## src/rtl/fifo_cal_reg.sv

```systemverilog
`default_nettype none
// ============================================================================
//  Module      : fifo_cal_reg
//  Description : State register and head/tail/count datapath for an 8-entry
//                FIFO; drives memory strobes/addresses and status flags.
//  Revision    : 1.0 - initial release
// ============================================================================
module fifo_cal_reg #(
    parameter int DEPTH = 8,
    parameter int AW    = 3,
    parameter int CW    = 4
) (
    input  logic          clk,
    input  logic          rst,
    input  logic [2:0]    next_state,
    output logic [2:0]    state,
    output logic [CW-1:0] data_count,
    output logic [AW-1:0] head,
    output logic [AW-1:0] tail,
    output logic          we,
    output logic          re,
    output logic [AW-1:0] wr_addr,
    output logic [AW-1:0] rd_addr,
    output logic          full,
    output logic          empty,
    output logic          wr_ack,
    output logic          wr_err,
    output logic          rd_ack,
    output logic          rd_err
);

    localparam logic [2:0]    c_IDLE     = 3'b000;
    localparam logic [2:0]    c_WRITE    = 3'b001;
    localparam logic [2:0]    c_READ     = 3'b010;
    localparam logic [2:0]    c_WR_ERROR = 3'b011;
    localparam logic [2:0]    c_RD_ERROR = 3'b100;
    localparam logic [CW-1:0] c_FULL_CNT = CW'(DEPTH);
    localparam logic [CW-1:0] c_ONE_CNT  = CW'(1);
    localparam logic [AW-1:0] c_ONE_PTR  = AW'(1);

    logic [2:0]    r_state;
    logic [CW-1:0] r_count;
    logic [AW-1:0] r_head;
    logic [AW-1:0] r_tail;
    logic          r_full;
    logic          r_empty;
    logic          r_wr_ack;
    logic          r_wr_err;
    logic          r_rd_ack;
    logic          r_rd_err;

    logic [2:0]    w_ns_legal;
    logic [2:0]    w_eff_ns;
    logic [CW-1:0] w_count_nxt;

    // Unused encodings collapse to IDLE before the overflow/underflow guards.
    always_comb begin
        w_ns_legal = (next_state > c_RD_ERROR) ? c_IDLE : next_state;
        w_eff_ns   = w_ns_legal;
        if (w_ns_legal == c_WRITE && r_count == c_FULL_CNT)
            w_eff_ns = c_WR_ERROR;
        else if (w_ns_legal == c_READ && r_count == '0)
            w_eff_ns = c_RD_ERROR;
    end

    always_comb begin
        w_count_nxt = r_count;
        if (w_eff_ns == c_WRITE)
            w_count_nxt = r_count + c_ONE_CNT;
        else if (w_eff_ns == c_READ)
            w_count_nxt = r_count - c_ONE_CNT;
    end

    always_ff @(posedge clk) begin
        if (rst) begin
            r_state  <= c_IDLE;
            r_count  <= '0;
            r_head   <= '0;
            r_tail   <= '0;
            r_full   <= 1'b0;
            r_empty  <= 1'b1;
            r_wr_ack <= 1'b0;
            r_wr_err <= 1'b0;
            r_rd_ack <= 1'b0;
            r_rd_err <= 1'b0;
        end else begin
            r_state  <= w_eff_ns;
            r_count  <= w_count_nxt;
            // Flags derive from the next count so they never trail data_count.
            r_full   <= (w_count_nxt == c_FULL_CNT);
            r_empty  <= (w_count_nxt == '0);
            r_wr_ack <= (w_eff_ns == c_WRITE);
            r_wr_err <= (w_eff_ns == c_WR_ERROR);
            r_rd_ack <= (w_eff_ns == c_READ);
            r_rd_err <= (w_eff_ns == c_RD_ERROR);
            if (w_eff_ns == c_WRITE)
                r_tail <= r_tail + c_ONE_PTR;
            if (w_eff_ns == c_READ)
                r_head <= r_head + c_ONE_PTR;
        end
    end

    assign we         = (w_eff_ns == c_WRITE) & ~rst;
    assign re         = (w_eff_ns == c_READ) & ~rst;
    assign wr_addr    = r_tail;
    assign rd_addr    = r_head;
    assign state      = r_state;
    assign data_count = r_count;
    assign head       = r_head;
    assign tail       = r_tail;
    assign full       = r_full;
    assign empty      = r_empty;
    assign wr_ack     = r_wr_ack;
    assign wr_err     = r_wr_err;
    assign rd_ack     = r_rd_ack;
    assign rd_err     = r_rd_err;

endmodule
`default_nettype wire

```

## config.mk

```make
export PLATFORM = sky130hd
export DESIGN_NAME = fifo_cal_reg
export DESIGN_NICKNAME = d
export VERILOG_FILES = /design/src/rtl/fifo_cal_reg.sv
export SDC_FILE = /design/constraint.sdc
export NUM_CORES = 1
export LEC_CHECK = 0
export BUFFER_PORTS_ARGS = -buffer_cell sky130_fd_sc_hd__buf_2
export CORE_MARGIN = 2
export CORE_UTILIZATION = 25
export CTS_BUF_LIST = sky130_fd_sc_hd__clkbuf_8 sky130_fd_sc_hd__clkbuf_16
export CTS_CLUSTER_DIAMETER = 100
export DETAILED_ROUTE_END_ITERATION = 16
export GPL_TIMING_DRIVEN = 0
export HOLD_SLACK_MARGIN = 0.12
export PLACE_DENSITY = 0.43
export SETUP_SLACK_MARGIN = 0.1
export SKIP_CTS_REPAIR_TIMING = 1
export SYNTH_ARGS = -nofsm -noshare
export SYNTH_HDL_FRONTEND = slang
export SYNTH_SLANG_ARGS = --single-unit
```

## constraint.sdc

```tcl
create_clock -name clk -period 2.7 [get_ports clk]
set_input_delay 0.135 -clock clk [delete_from_list [all_inputs] [get_ports clk]]
set_output_delay 0.135 -clock clk [all_outputs]
set_load 0.01 [all_outputs]
```

==> out/summary.txt, run 1 <==
OUTCOME
----------------------------------------------------------------------------------------
Run status                                                                  finished clean

DRT
----------------------------------------------------------------------------------------
Number of search-and-repair iterations in the first detailed-routing pass              4
Vias after detailed routing                                                          720
Total wirelength of the detailed-routed design                                   1.87 mm
Remaining number of nets flagged by the antenna check after routing                    0
Vias/cell                                                                           4.21
Iteration-0 DRC count of the detailed router                                           8
Routed wire per std cell                                                         11.0 um
DRC Markers                                                                            0

YOSYS
----------------------------------------------------------------------------------------
Number of register bits inferred by synthesis                                         19
Number of library cell types mapped by synthesis                                      35
Synthesized-area fraction occupied by xor and xnor cells                          0.0680
Total number of yosys warnings                                                         0
Adder-Cell Fraction of Synth Area                                                 0.0693
Net count after synthesis                                                            101
Complex-gate fraction of the synthesized area                                     0.0652
Main combinational cell family by area after synthesis                      simple AND/OR/NAND/NOR gates
Post-Synth Simple-Gate Area                                                        0.259
Post-synthesis cell count                                                             91
Area share of the largest cell type after synthesis                                0.422
Avg Cell Area, Syn                                                              9.91 um2
Share of cell area taken by muxes after synthesis                                 0.0361
Synth area leader                                                                dfxtp_1
Summed instance area of the synthesized netlist                                  902 um2
Leading cell types by total area after synthesis                            dfxtp_1, ha_1, buf_4
Fraction of the yosys area taken by sequential cells                               0.422

TIMING
----------------------------------------------------------------------------------------
Total of endpoints with negative setup slack in the final report                       0
Final slew viol count                                                                  0
Max-slew headroom                                                                  0.698
Transition at the pin with the smallest max-transition slack                    0.454 ns
Time the final worst path needs with I/O delays and setup                        2.21 ns
Final worst-path cycle share                                                       0.820
Achievable frequency                                                           0.452 GHz
Final sum of negative setup slack                                                   0 ns
RSZ-0062 raised after global routing                                               false
Worst setup skew after layout                                                 0.00119 ns
Hold Violations, Final                                                                 0

CRITICAL PATH
----------------------------------------------------------------------------------------
Cell at the slowest stage of the critical path                                    or4b_1
RR Endpoint                                                                 full$_SDFF_PP0_
Cells along the critical path                                               inv_1, ha_1, nor3b_2, or4b_1, nor2_1, buf_2
Crit Path Max Fanout                                                                   6
Startpoint type of the worst setup path                                        flip-flop
Critical path endpoint category                                              output port
Critical path start-end classification                                      flip-flop to output port
Reg-to-Reg Start                                                            data_count[0]$_SDFF_PP0_
Critical path launch point                                                  data_count[0]$_SDFF_PP0_
Critical Path End                                                                     re
Depth of the worst register-to-register path                                           7
Data required time at the worst endpoint                                         2.57 ns
Highest cell delay on the worst timing path                                      0.58 ns
Arrival time reported for the critical path endpoint                             2.08 ns
Setup slack of the most critical reg-to-reg path                                 0.63 ns

FINAL LAYOUT
----------------------------------------------------------------------------------------
Antenna cells                                                                          0
Final Core Density                                                                 0.341
Commonest non-fill, non-tap cells in the layout                             buf_2, dfxtp_1, nor2_1
Layout area overhead                                                               28.2%
Share of final-layout standard cells stronger than drive strength 1                0.400
Number of nets in the finished design                                                136
Leading cell type in the layout, fill and taps excluded                            buf_2

DIE
----------------------------------------------------------------------------------------
Full die area                                                                   4100 um2
Number of top-level pins                                                              32
Std-Cell Core Area                                                              3390 um2
Site Rows                                                                             21
Effective utilization at floorplan                                                 0.266
Die Span X                                                                       64.1 um
Chip Height                                                                      64.1 um

GLOBAL ROUTE
----------------------------------------------------------------------------------------
Via count of the first global-routing pass                                           698
Antenna violations before repair                                                       0
First-pass GRT wire length                                                       3.26 mm
GRT Total Usage                                                                    0.103
Pin count of the biggest net entering global routing                                  12
Total grt overflow                                                                     0

WORST HOLD PATH
----------------------------------------------------------------------------------------
Hold Crit Depth                                                                        2
Worst hold-check path type                                                  input port to flip-flop
Worst Hold Launch                                                           next_state[0]

PLACEMENT
----------------------------------------------------------------------------------------
Detail Placement HPWL                                                            1.41 mm
Final weighted congestion in routability-driven placement                          0.685
Port bufs                                                                             30

CLOCKING
----------------------------------------------------------------------------------------
Clk root buf                                                                    clkbuf_8
Clk sinks                                                                             19
Clock H-tree levels                                                                    1
Clock tree from TritonCTS                                                          built
Clock insertion delay at the later pin of the skew report                        0.25 ns
Maximum buffer depth of the clock tree                                                 2
Clock transition at the registers of the reported paths                          0.07 ns
Total clock buffers created by CTS                                                     3

PWR
----------------------------------------------------------------------------------------
Leak                                                                            0.549 nW
Pwr per Cell Area                                                             514 nW/um2
Worst vdd rail ir drop                                                        0.000133 V

JOB
----------------------------------------------------------------------------------------
Number of max-cap violations                                                           0

==> per-layer routing <==
layer | vias up | track usage | part of all wire
met5 | - | 0 | 0
met4 | 0 | 0.0571 | 0.014
met3 | 2 | 0.0246 | 0.043
met2 | 15 | 0.160 | 0.48
met1 | 333 | 0.130 | 0.46
li1 | 370 | - | -
==> state kept, by name, indices dropped and copies added, names as in the netlist <==
register,cells
tail,3
rd_err,1
wr_ack,1
head,3
state,3
full,1
wr_err,1
rd_ack,1
data_count,4
empty,1
==> cell type report <==
cell class / instances / area (um2)
Timing Repair Buffer: 30 / 150
Clock inverter: 1 / 5.00
Fill cell: 371 / 2230
Buffer: 9 / 61.3
Clock buffer: 3 / 41.3
Multi-Input combinational cell: 60 / 449
Tap cell: 46 / 57.6
Inverter: 3 / 11.3
Sequential cell: 19 / 380
==> stage by stage <==
step	power [mW]	cell area, um2	hold slack [ns]	setup WS, ns	std cells
floorplan	0.374	902	0.212	0.792	91
global route	0.640	1160	0.163	0.256	171
detailed placement	0.406	1110	0.436	0.619	167
finish	0.595	1160	0.164	0.486	171
CTS	0.607	1160	0.161	0.468	171
global placement	0.405	1110	0.434	0.661	167
==> worst min path at each step <==
stage / endpoint / slack, ns
4_1_cts: rd_err$_SDFF_PP0_ / 0.16
5_1_grt: state[2]$_SDFF_PP0_ / 0.16
3_5_place_dp: rd_err$_SDFF_PP0_ / 0.44
3_3_place_gp: state[2]$_SDFF_PP0_ / 0.43
2_1_floorplan: rd_err$_SDFF_PP0_ / 0.21
6_report: rd_err$_SDFF_PP0_ / 0.16
==> worst max-delay path: cells and delay by family (launching register included) <==
family	cells	cell delay (ns)
adder cells (fa/ha/maj)	1	0.25
flip-flops	1	0.42
buffers and inverters	2	0.26
AND/OR/NAND/NOR	3	0.91
==> synthesized netlist by cell type <==
cell and n:
a211oi_1 1, a21oi_1 1, a22o_1 1, a22oi_1 1
a31o_1 1, and2_1 1, and3b_4 1, and4b_1 1
buf_2 1, buf_4 7, clkbuf_1 1, dfxtp_1 19
ha_1 5, inv_1 3, mux2_2 2, mux2i_1 1
nand2_1 6, nand2b_1 2, nand2b_2 1, nand3_1 2
nor2_1 12, nor2_2 1, nor2b_1 1, nor3_1 2
nor3_4 1, nor3b_2 1, nor4_1 2, nor4b_1 1
nor4b_4 1, o21ai_0 1, o221ai_1 1, o31ai_1 1
or4b_1 1, xnor2_1 4, xor2_1 3
==> cells by family (layout without fill, tap and decap cells) <==
| kind of cell | count (synthesis) | in the layout |
|---|---|---|
| AOI/OAI and AO/OA | 8 | 8 |
| xor gates and xnor gates | 7 | 7 |
| adders and majority gates | 5 | 5 |
| buffers and inverters | 12 | 46 |
| DFF | 19 | 19 |
| muxes | 3 | 3 |
| and+or+nand+nor | 37 | 37 |
==> report_power, final <==
group          switching [mW]  leakage [nW]  internal, mW
sequential            0.00856         0.154         0.292
combinational          0.0533         0.369        0.0443
clock                  0.0938        0.0255         0.102
total                   0.156         0.549         0.439
No activity file was read; power rests on OpenSTA's default activity.
==> run 2, diff against run 1 <==
--- a/config.mk
+++ b/config.mk
@@ -13,7 +13,7 @@
 export DETAILED_ROUTE_END_ITERATION = 16
 export GPL_TIMING_DRIVEN = 0
 export HOLD_SLACK_MARGIN = 0.12
-export PLACE_DENSITY = 0.43
+export PLACE_DENSITY = 0.44
 export SETUP_SLACK_MARGIN = 0.1
 export SKIP_CTS_REPAIR_TIMING = 1
 export SYNTH_ARGS = -nofsm -noshare
==> constraint.sdc (replaced) <==
create_clock -name clk -period 1.9 [get_ports clk]
set_input_delay 0.095 -clock clk [delete_from_list [all_inputs] [get_ports clk]]
set_output_delay 0.095 -clock clk [all_outputs]
set_load 0.01 [all_outputs]
==> run 2 against run 1 <==
The run now ends with setup timing left. Via count rose by 4.0%. Design area rose by 8.0%. Critical endpoint unchanged. First-iteration DRC count rose by 130%. Clock skew rose by 0.0014 ns. Die area did not move. Highest routed layer unchanged. Hold slack got worse by 0.037 ns. Register-to-register slack got worse by 0.51 ns. Clock-buffer cell count did not move. Largest power group unchanged. Critical path depth did not move. Utilization rose by 2.7 points. Sequential power rose by 43%. Clock power rose by 39%.
==> out/summary.txt, run 2 (synthesized netlist as in run 1, its figures left out) <==
OUTCOME
----------------------------------------------------------------------------------------
Run status                                                                  finished, violations left   was finished clean
Violated checks                                                             setup timing

TIMING
----------------------------------------------------------------------------------------
Hold Violations, Final                                                                 0   unchanged
Achievable frequency                                                           0.520 GHz
Worst setup skew after layout                                                 0.00256 ns   was 0.00119 ns
Transition at the pin with the smallest max-transition slack                    0.512 ns   was 0.454 ns
Final critical-path setup slack                                               -0.0217 ns   was 0.486 ns
RSZ-0062 raised after global routing                                                true   was false
Final worst-path cycle share                                                        1.01
Final slew viol count                                                                  0   unchanged
Time the final worst path needs with I/O delays and setup                        1.92 ns
Total of endpoints with negative setup slack in the final report                       1   was 0
Final sum of negative setup slack                                             -0.0217 ns   was 0 ns
Max-slew headroom                                                                  0.659   was 0.698

DIE
----------------------------------------------------------------------------------------
Site Rows                                                                             21   unchanged
Number of top-level pins                                                              32   unchanged
Die Span X                                                                       64.1 um   unchanged
Chip Height                                                                      64.1 um   unchanged
Effective utilization at floorplan                                                 0.266   unchanged
Std-Cell Core Area                                                              3390 um2   unchanged
Full die area                                                                   4100 um2   unchanged

GLOBAL ROUTE
----------------------------------------------------------------------------------------
GRT Total Usage                                                                   0.0988   was 0.103
Antenna violations before repair                                                       0   unchanged
First-pass GRT wire length                                                       3.08 mm   was 3.26 mm
Total grt overflow                                                                     0   unchanged
Pin count of the biggest net entering global routing                                  11   was 12
Via count of the first global-routing pass                                           659   was 698

WORST HOLD PATH
----------------------------------------------------------------------------------------
Hold Crit Depth                                                                        2   unchanged
Worst Hold Launch                                                           next_state[2]   was next_state[0]
Destination of the worst hold path                                          state[1]$_SDFF_PP0_   was rd_err$_SDFF_PP0_
Worst hold-check path type                                                  input port to flip-flop   unchanged

DRT
----------------------------------------------------------------------------------------
Total wirelength of the detailed-routed design                                   1.99 mm   was 1.87 mm
Iteration-0 DRC count of the detailed router                                          18   was 8
DRC Markers                                                                            0   unchanged
Remaining number of nets flagged by the antenna check after routing                    0   unchanged
Vias after detailed routing                                                          749   was 720
Vias/cell                                                                           4.23   was 4.21
Routed wire per std cell                                                         11.2 um   was 11.0 um
Number of search-and-repair iterations in the first detailed-routing pass              3   was 4

CLOCKING
----------------------------------------------------------------------------------------
Clock transition at the registers of the reported paths                          0.07 ns   about the same
Clock tree from TritonCTS                                                          built   unchanged
Clock H-tree levels                                                                    1   unchanged
Clock insertion delay at the later pin of the skew report                        0.25 ns   about the same
Clk root buf                                                                    clkbuf_8   unchanged
Clk sinks                                                                             19   unchanged
Maximum buffer depth of the clock tree                                                 2   unchanged
Total clock buffers created by CTS                                                     3   unchanged

FINAL LAYOUT
----------------------------------------------------------------------------------------
Leading cell type in the layout, fill and taps excluded                            buf_2   unchanged
Layout area overhead                                                               38.4%   was 28.2%
Antenna cells                                                                          0   unchanged
Commonest non-fill, non-tap cells in the layout                             buf_2, dfxtp_1, buf_4   was buf_2, dfxtp_1, nor2_1
Share of final-layout standard cells stronger than drive strength 1                0.489   was 0.400
Number of non-filler instances in the completed layout                               177   was 171
Number of nets in the finished design                                                142   was 136
Non-Filler Cell Area, Final                                                     1250 um2   was 1160 um2
Largest register FFs                                                                   4   unchanged

CRITICAL PATH
----------------------------------------------------------------------------------------
Reg-to-Reg Start                                                            data_count[0]$_SDFF_PP0_   unchanged
RR Endpoint                                                                 empty$_SDFF_PP1_   was full$_SDFF_PP0_
Depth of the worst register-to-register path                                           7   unchanged
Bufs and invs on worst path                                                            2   unchanged
Cell at the slowest stage of the critical path                                    or4b_4   was or4b_1
Critical path start-end classification                                      flip-flop to output port   unchanged
Crit Path Max Fanout                                                                   6   unchanged
Critical path endpoint category                                              output port   unchanged
Highest cell delay on the worst timing path                                      0.56 ns   was 0.58 ns
Critical path launch point                                                  data_count[0]$_SDFF_PP0_   unchanged
Kind of cell adding the most delay to the critical path                     simple AND/OR/NAND/NOR gates   unchanged
Setup slack of the most critical reg-to-reg path                                 0.12 ns   was 0.63 ns
Startpoint type of the worst setup path                                        flip-flop   unchanged
Arrival time reported for the critical path endpoint                             1.83 ns   was 2.08 ns
Data required time at the worst endpoint                                         1.80 ns   was 2.57 ns
Cells along the critical path                                               inv_4, ha_4, nor3b_4, or4b_4, nor2_2, buf_2   was inv_1, ha_1, nor3b_2, or4b_1, nor2_1, buf_2

PWR
----------------------------------------------------------------------------------------
Leak                                                                            0.592 nW   was 0.549 nW
Design Power                                                                    0.867 mW   was 0.595 mW
Worst vdd rail ir drop                                                        0.000190 V   was 0.000133 V
Pwr per Cell Area                                                             694 nW/um2   was 514 nW/um2

PLACEMENT
----------------------------------------------------------------------------------------
Post-placement setup slack                                                    -0.0908 ns   was 0.619 ns
Placed inst area                                                                1130 um2   was 1110 um2
Port bufs                                                                             30   unchanged
Detail Placement HPWL                                                            1.42 mm   was 1.41 mm
Final weighted congestion in routability-driven placement                          0.685   about the same
Placed instance count                                                                167   unchanged

JOB
----------------------------------------------------------------------------------------
Number of max-cap violations                                                           0   unchanged

[run 2: where the power goes]
part / leakage, nW / switching [mW] / internal, mW
combinational: 0.409 / 0.0832 / 0.0823
clock: 0.0269 / 0.129 / 0.144
sequential: 0.156 / 0.0137 / 0.415
total: 0.592 / 0.226 / 0.641
[run 2: cell type report]
type                    count  area (um2)
flip-flops and latches     19         388
repair buffers             36         195
clock buffers               3        41.3
plain buffers               9        61.3
inverters                   3        16.3
clock inverters             1        3.75
well taps                  46        57.6
fillers                   356        2140
multi-input cells          60         485
[run 2: how the worst max path moves through the flow]
stage | end | slack (ns) | depth (start not counted)
4_1_cts | re | -0.12 | 6
5_1_grt | re | -0.09 | 6
6_report | re | -0.02 | 6
3_5_place_dp | full$_SDFF_PP0_ | -0.09 | 7
3_3_place_gp | full$_SDFF_PP0_ | -0.05 | 7
2_1_floorplan | full$_SDFF_PP0_ | 0.11 | 7
[run 2: per-stage QoR]
step	utilization	hold slack, ns
6_report	0.368	0.127
3_5_place_dp	0.332	0.382
5_1_grt	0.368	0.133
4_1_cts	0.346	0.113
3_3_place_gp	0.332	0.386
2_1_floorplan	-	0.172
[run 2: layer usage]
layer	global-route usage	vias up	part of all wire
met5	0	-	0
met4	0.0652	0	0.028
met3	0.0229	5	0.034
met2	0.158	14	0.49
met1	0.118	343	0.45
li1	-	387	-
==> run 3, diff against run 2 <==
--- a/config.mk
+++ b/config.mk
@@ -13,7 +13,7 @@
 export DETAILED_ROUTE_END_ITERATION = 16
 export GPL_TIMING_DRIVEN = 0
 export HOLD_SLACK_MARGIN = 0.12
-export PLACE_DENSITY = 0.44
+export PLACE_DENSITY = 0.51
 export SETUP_SLACK_MARGIN = 0.1
 export SKIP_CTS_REPAIR_TIMING = 1
 export SYNTH_ARGS = -nofsm -noshare
==> constraint.sdc (replaced) <==
create_clock -name clk -period 2.3 [get_ports clk]
set_input_delay 0.115 -clock clk [delete_from_list [all_inputs] [get_ports clk]]
set_output_delay 0.115 -clock clk [all_outputs]
set_load 0.01 [all_outputs]
==> run 3 against run 2 <==
The run now ends clean. Clock power decreased by 17%. Hold slack improved by 0.030 ns. Global-route usage about the same. Utilization shrank 2.4 points. Clock skew is 0.0014 ns lower. Sequential cell count is the same. First-iteration DRC count increased by 50%. Sequential power down 17%. Routed wire length shrank 5.0%. Combinational power decreased by 29%. Total power shrank 19%. Via count is 3.1% lower. Critical endpoint unchanged.
==> out/summary.txt, run 3 (synthesized netlist as in run 1, its figures left out) <==
TIMING
----------------------------------------------------------------------------------------
Final slew viol count                                                                  0   unchanged
Total of endpoints with negative setup slack in the final report                       0   was 1
Transition at the pin with the smallest max-transition slack                    0.494 ns   was 0.512 ns
Time the final worst path needs with I/O delays and setup                        2.08 ns
Final worst-path cycle share                                                       0.903
Max-slew headroom                                                                  0.671   was 0.659
Achievable frequency                                                           0.482 GHz
RSZ-0062 raised after global routing                                                true   unchanged
Hold Violations, Final                                                                 0   unchanged
Final sum of negative setup slack                                                   0 ns   was -0.0217 ns
Worst setup skew after layout                                                 0.00114 ns   was 0.00256 ns

DRT
----------------------------------------------------------------------------------------
Vias/cell                                                                           4.22   was 4.23
Iteration-0 DRC count of the detailed router                                          27   was 18
Number of search-and-repair iterations in the first detailed-routing pass              3   unchanged
Vias after detailed routing                                                          726   was 749
Total wirelength of the detailed-routed design                                   1.89 mm   was 1.99 mm
DRC Markers                                                                            0   unchanged
Remaining number of nets flagged by the antenna check after routing                    0   unchanged
Routed wire per std cell                                                         11.0 um   was 11.2 um

CLOCKING
----------------------------------------------------------------------------------------
Total clock buffers created by CTS                                                     3   unchanged
Clock transition at the registers of the reported paths                          0.07 ns   about the same
Clock insertion delay at the later pin of the skew report                        0.25 ns   about the same
Clk sinks                                                                             19   unchanged
Maximum buffer depth of the clock tree                                                 2   unchanged
Clk root buf                                                                    clkbuf_8   unchanged
Clock tree from TritonCTS                                                          built   unchanged
Clock H-tree levels                                                                    1   unchanged

CRITICAL PATH
----------------------------------------------------------------------------------------
Startpoint type of the worst setup path                                        flip-flop   unchanged
Arrival time reported for the critical path endpoint                             1.96 ns   was 1.83 ns
Crit Path Max Fanout                                                                   5   was 6
Cells along the critical path                                               inv_1, ha_1, nor3b_2, or4b_4, nor2_1, buf_2   was inv_4, ha_4, nor3b_4, or4b_4, nor2_2, buf_2
Critical path endpoint category                                              output port   unchanged
Cell at the slowest stage of the critical path                                    or4b_4   unchanged
Highest cell delay on the worst timing path                                      0.53 ns   was 0.56 ns
Data required time at the worst endpoint                                         2.18 ns   was 1.80 ns
Critical path start-end classification                                      flip-flop to output port   unchanged

FINAL LAYOUT
----------------------------------------------------------------------------------------
Filler cell count                                                                    354   was 356
Layout area overhead                                                               29.5%   was 38.4%
Antenna cells                                                                          0   unchanged
Largest register FFs                                                                   4   unchanged
Leading cell type in the layout, fill and taps excluded                            buf_2   unchanged
Number of nets in the finished design                                                137   was 142
Number of non-filler instances in the completed layout                               172   was 177
Share of final-layout standard cells stronger than drive strength 1                0.421   was 0.489
Commonest non-fill, non-tap cells in the layout                             buf_2, dfxtp_1, nor2_1   was buf_2, dfxtp_1, buf_4

PLACEMENT
----------------------------------------------------------------------------------------
Port bufs                                                                             30   unchanged
Detail Placement HPWL                                                            1.40 mm   was 1.42 mm
Final weighted congestion in routability-driven placement                          0.710   was 0.685
Placed instance count                                                                167   unchanged

WORST HOLD PATH
----------------------------------------------------------------------------------------
Worst hold-check path type                                                  input port to flip-flop   unchanged

DIE
----------------------------------------------------------------------------------------
Site Rows                                                                             21   unchanged
Die Span X                                                                       64.1 um   unchanged
Std-Cell Core Area                                                              3390 um2   unchanged
Effective utilization at floorplan                                                 0.266   unchanged
Chip Height                                                                      64.1 um   unchanged
Number of top-level pins                                                              32   unchanged
Full die area                                                                   4100 um2   unchanged

GLOBAL ROUTE
----------------------------------------------------------------------------------------
Via count of the first global-routing pass                                           694   was 659
Total grt overflow                                                                     0   unchanged
GRT Total Usage                                                                   0.0990   was 0.0988
Antenna violations before repair                                                       0   unchanged
Pin count of the biggest net entering global routing                                  12   was 11
First-pass GRT wire length                                                       3.11 mm   was 3.08 mm

PWR
----------------------------------------------------------------------------------------
Power share of the sequential group                                                0.507   was 0.494
Pwr per Cell Area                                                             598 nW/um2   was 694 nW/um2
Worst vdd rail ir drop                                                        0.000159 V   was 0.000190 V
Share of total power in the clock network                                          0.325   was 0.315
Combinational power share                                                          0.168   was 0.191
Total internal power                                                            0.517 mW   was 0.641 mW
Net Sw Power                                                                    0.181 mW   was 0.226 mW
Fraction of power spent switching nets                                             0.259   was 0.261
Leak                                                                            0.557 nW   was 0.592 nW

OUTCOME
----------------------------------------------------------------------------------------
Run status                                                                  finished clean   was finished, violations left

JOB
----------------------------------------------------------------------------------------
Number of max-cap violations                                                           0   unchanged

-- run 3: worst max-delay path, delay by kind of cell, from the launching register on --
family                   cells  cell delay, ns
buffers and inverters        2            0.24
adder cells (fa/ha/maj)      1            0.22
flip-flops                   1            0.41
AND/OR/NAND/NOR              3            0.83
-- run 3: final timing paths --
| path | start | to | slack, ns | cells past startpoint |
|---|---|---|---|---|
| max | data_count[1]$_SDFF_PP0_ | re | 0.22 | 6 |
| min | next_state[2] | state[1]$_SDFF_PP0_ | 0.16 | 2 |
| max reg2reg | data_count[1]$_SDFF_PP0_ | full$_SDFF_PP0_ | 0.32 | 7 |
| min reg2reg | head[1]$_SDFFE_PP0N_ | head[1]$_SDFFE_PP0N_ | 0.50 | 2 |
-- run 3: final cells by class --
cell class              count  area [um2]  share of cell area
plain buffers               9        61.3              0.0525
clock buffers               3        41.3              0.0353
clock inverters             1        5.00             0.00428
inverters                   3        11.3             0.00964
multi-input cells          60         453               0.388
flip-flops and latches     19         382               0.327
well taps                  46        57.6              0.0493
repair buffers             31         158               0.135
-- run 3: per-layer routing --
layer,up-vias,track usage,share of wire
met3,4,0.0282,0.057
met5,-,0,0
met1,327,0.111,0.46
li1,373,-,-
met2,22,0.167,0.46
met4,0,0.0571,0.023
-- run 3: per-stage QoR --
step / total power, mW / setup WS [ns] / utilization / instance area (um2) / hold slack [ns]
2_1_floorplan: 0.439 / 0.392 / - / 902 / 0.192
3_3_place_gp: 0.474 / 0.264 / 0.327 / 1110 / 0.410
3_5_place_dp: 0.476 / 0.210 / 0.327 / 1110 / 0.415
4_1_cts: 0.710 / 0.0777 / 0.341 / 1160 / 0.141
5_1_grt: 0.745 / 0.0957 / 0.345 / 1170 / 0.158
6_report: 0.698 / 0.223 / 0.345 / 1170 / 0.157
-- run 3: power groups by stage --
stage	Combinational [mW]	Sequential [mW]	Clock [mW]
after global routing	0.131	0.356	0.257
after CTS	0.116	0.354	0.240
after global placement	0.114	0.360	0
after detailed placement	0.115	0.362	0
final	0.118	0.354	0.227
after floorplan	0.0719	0.367	0
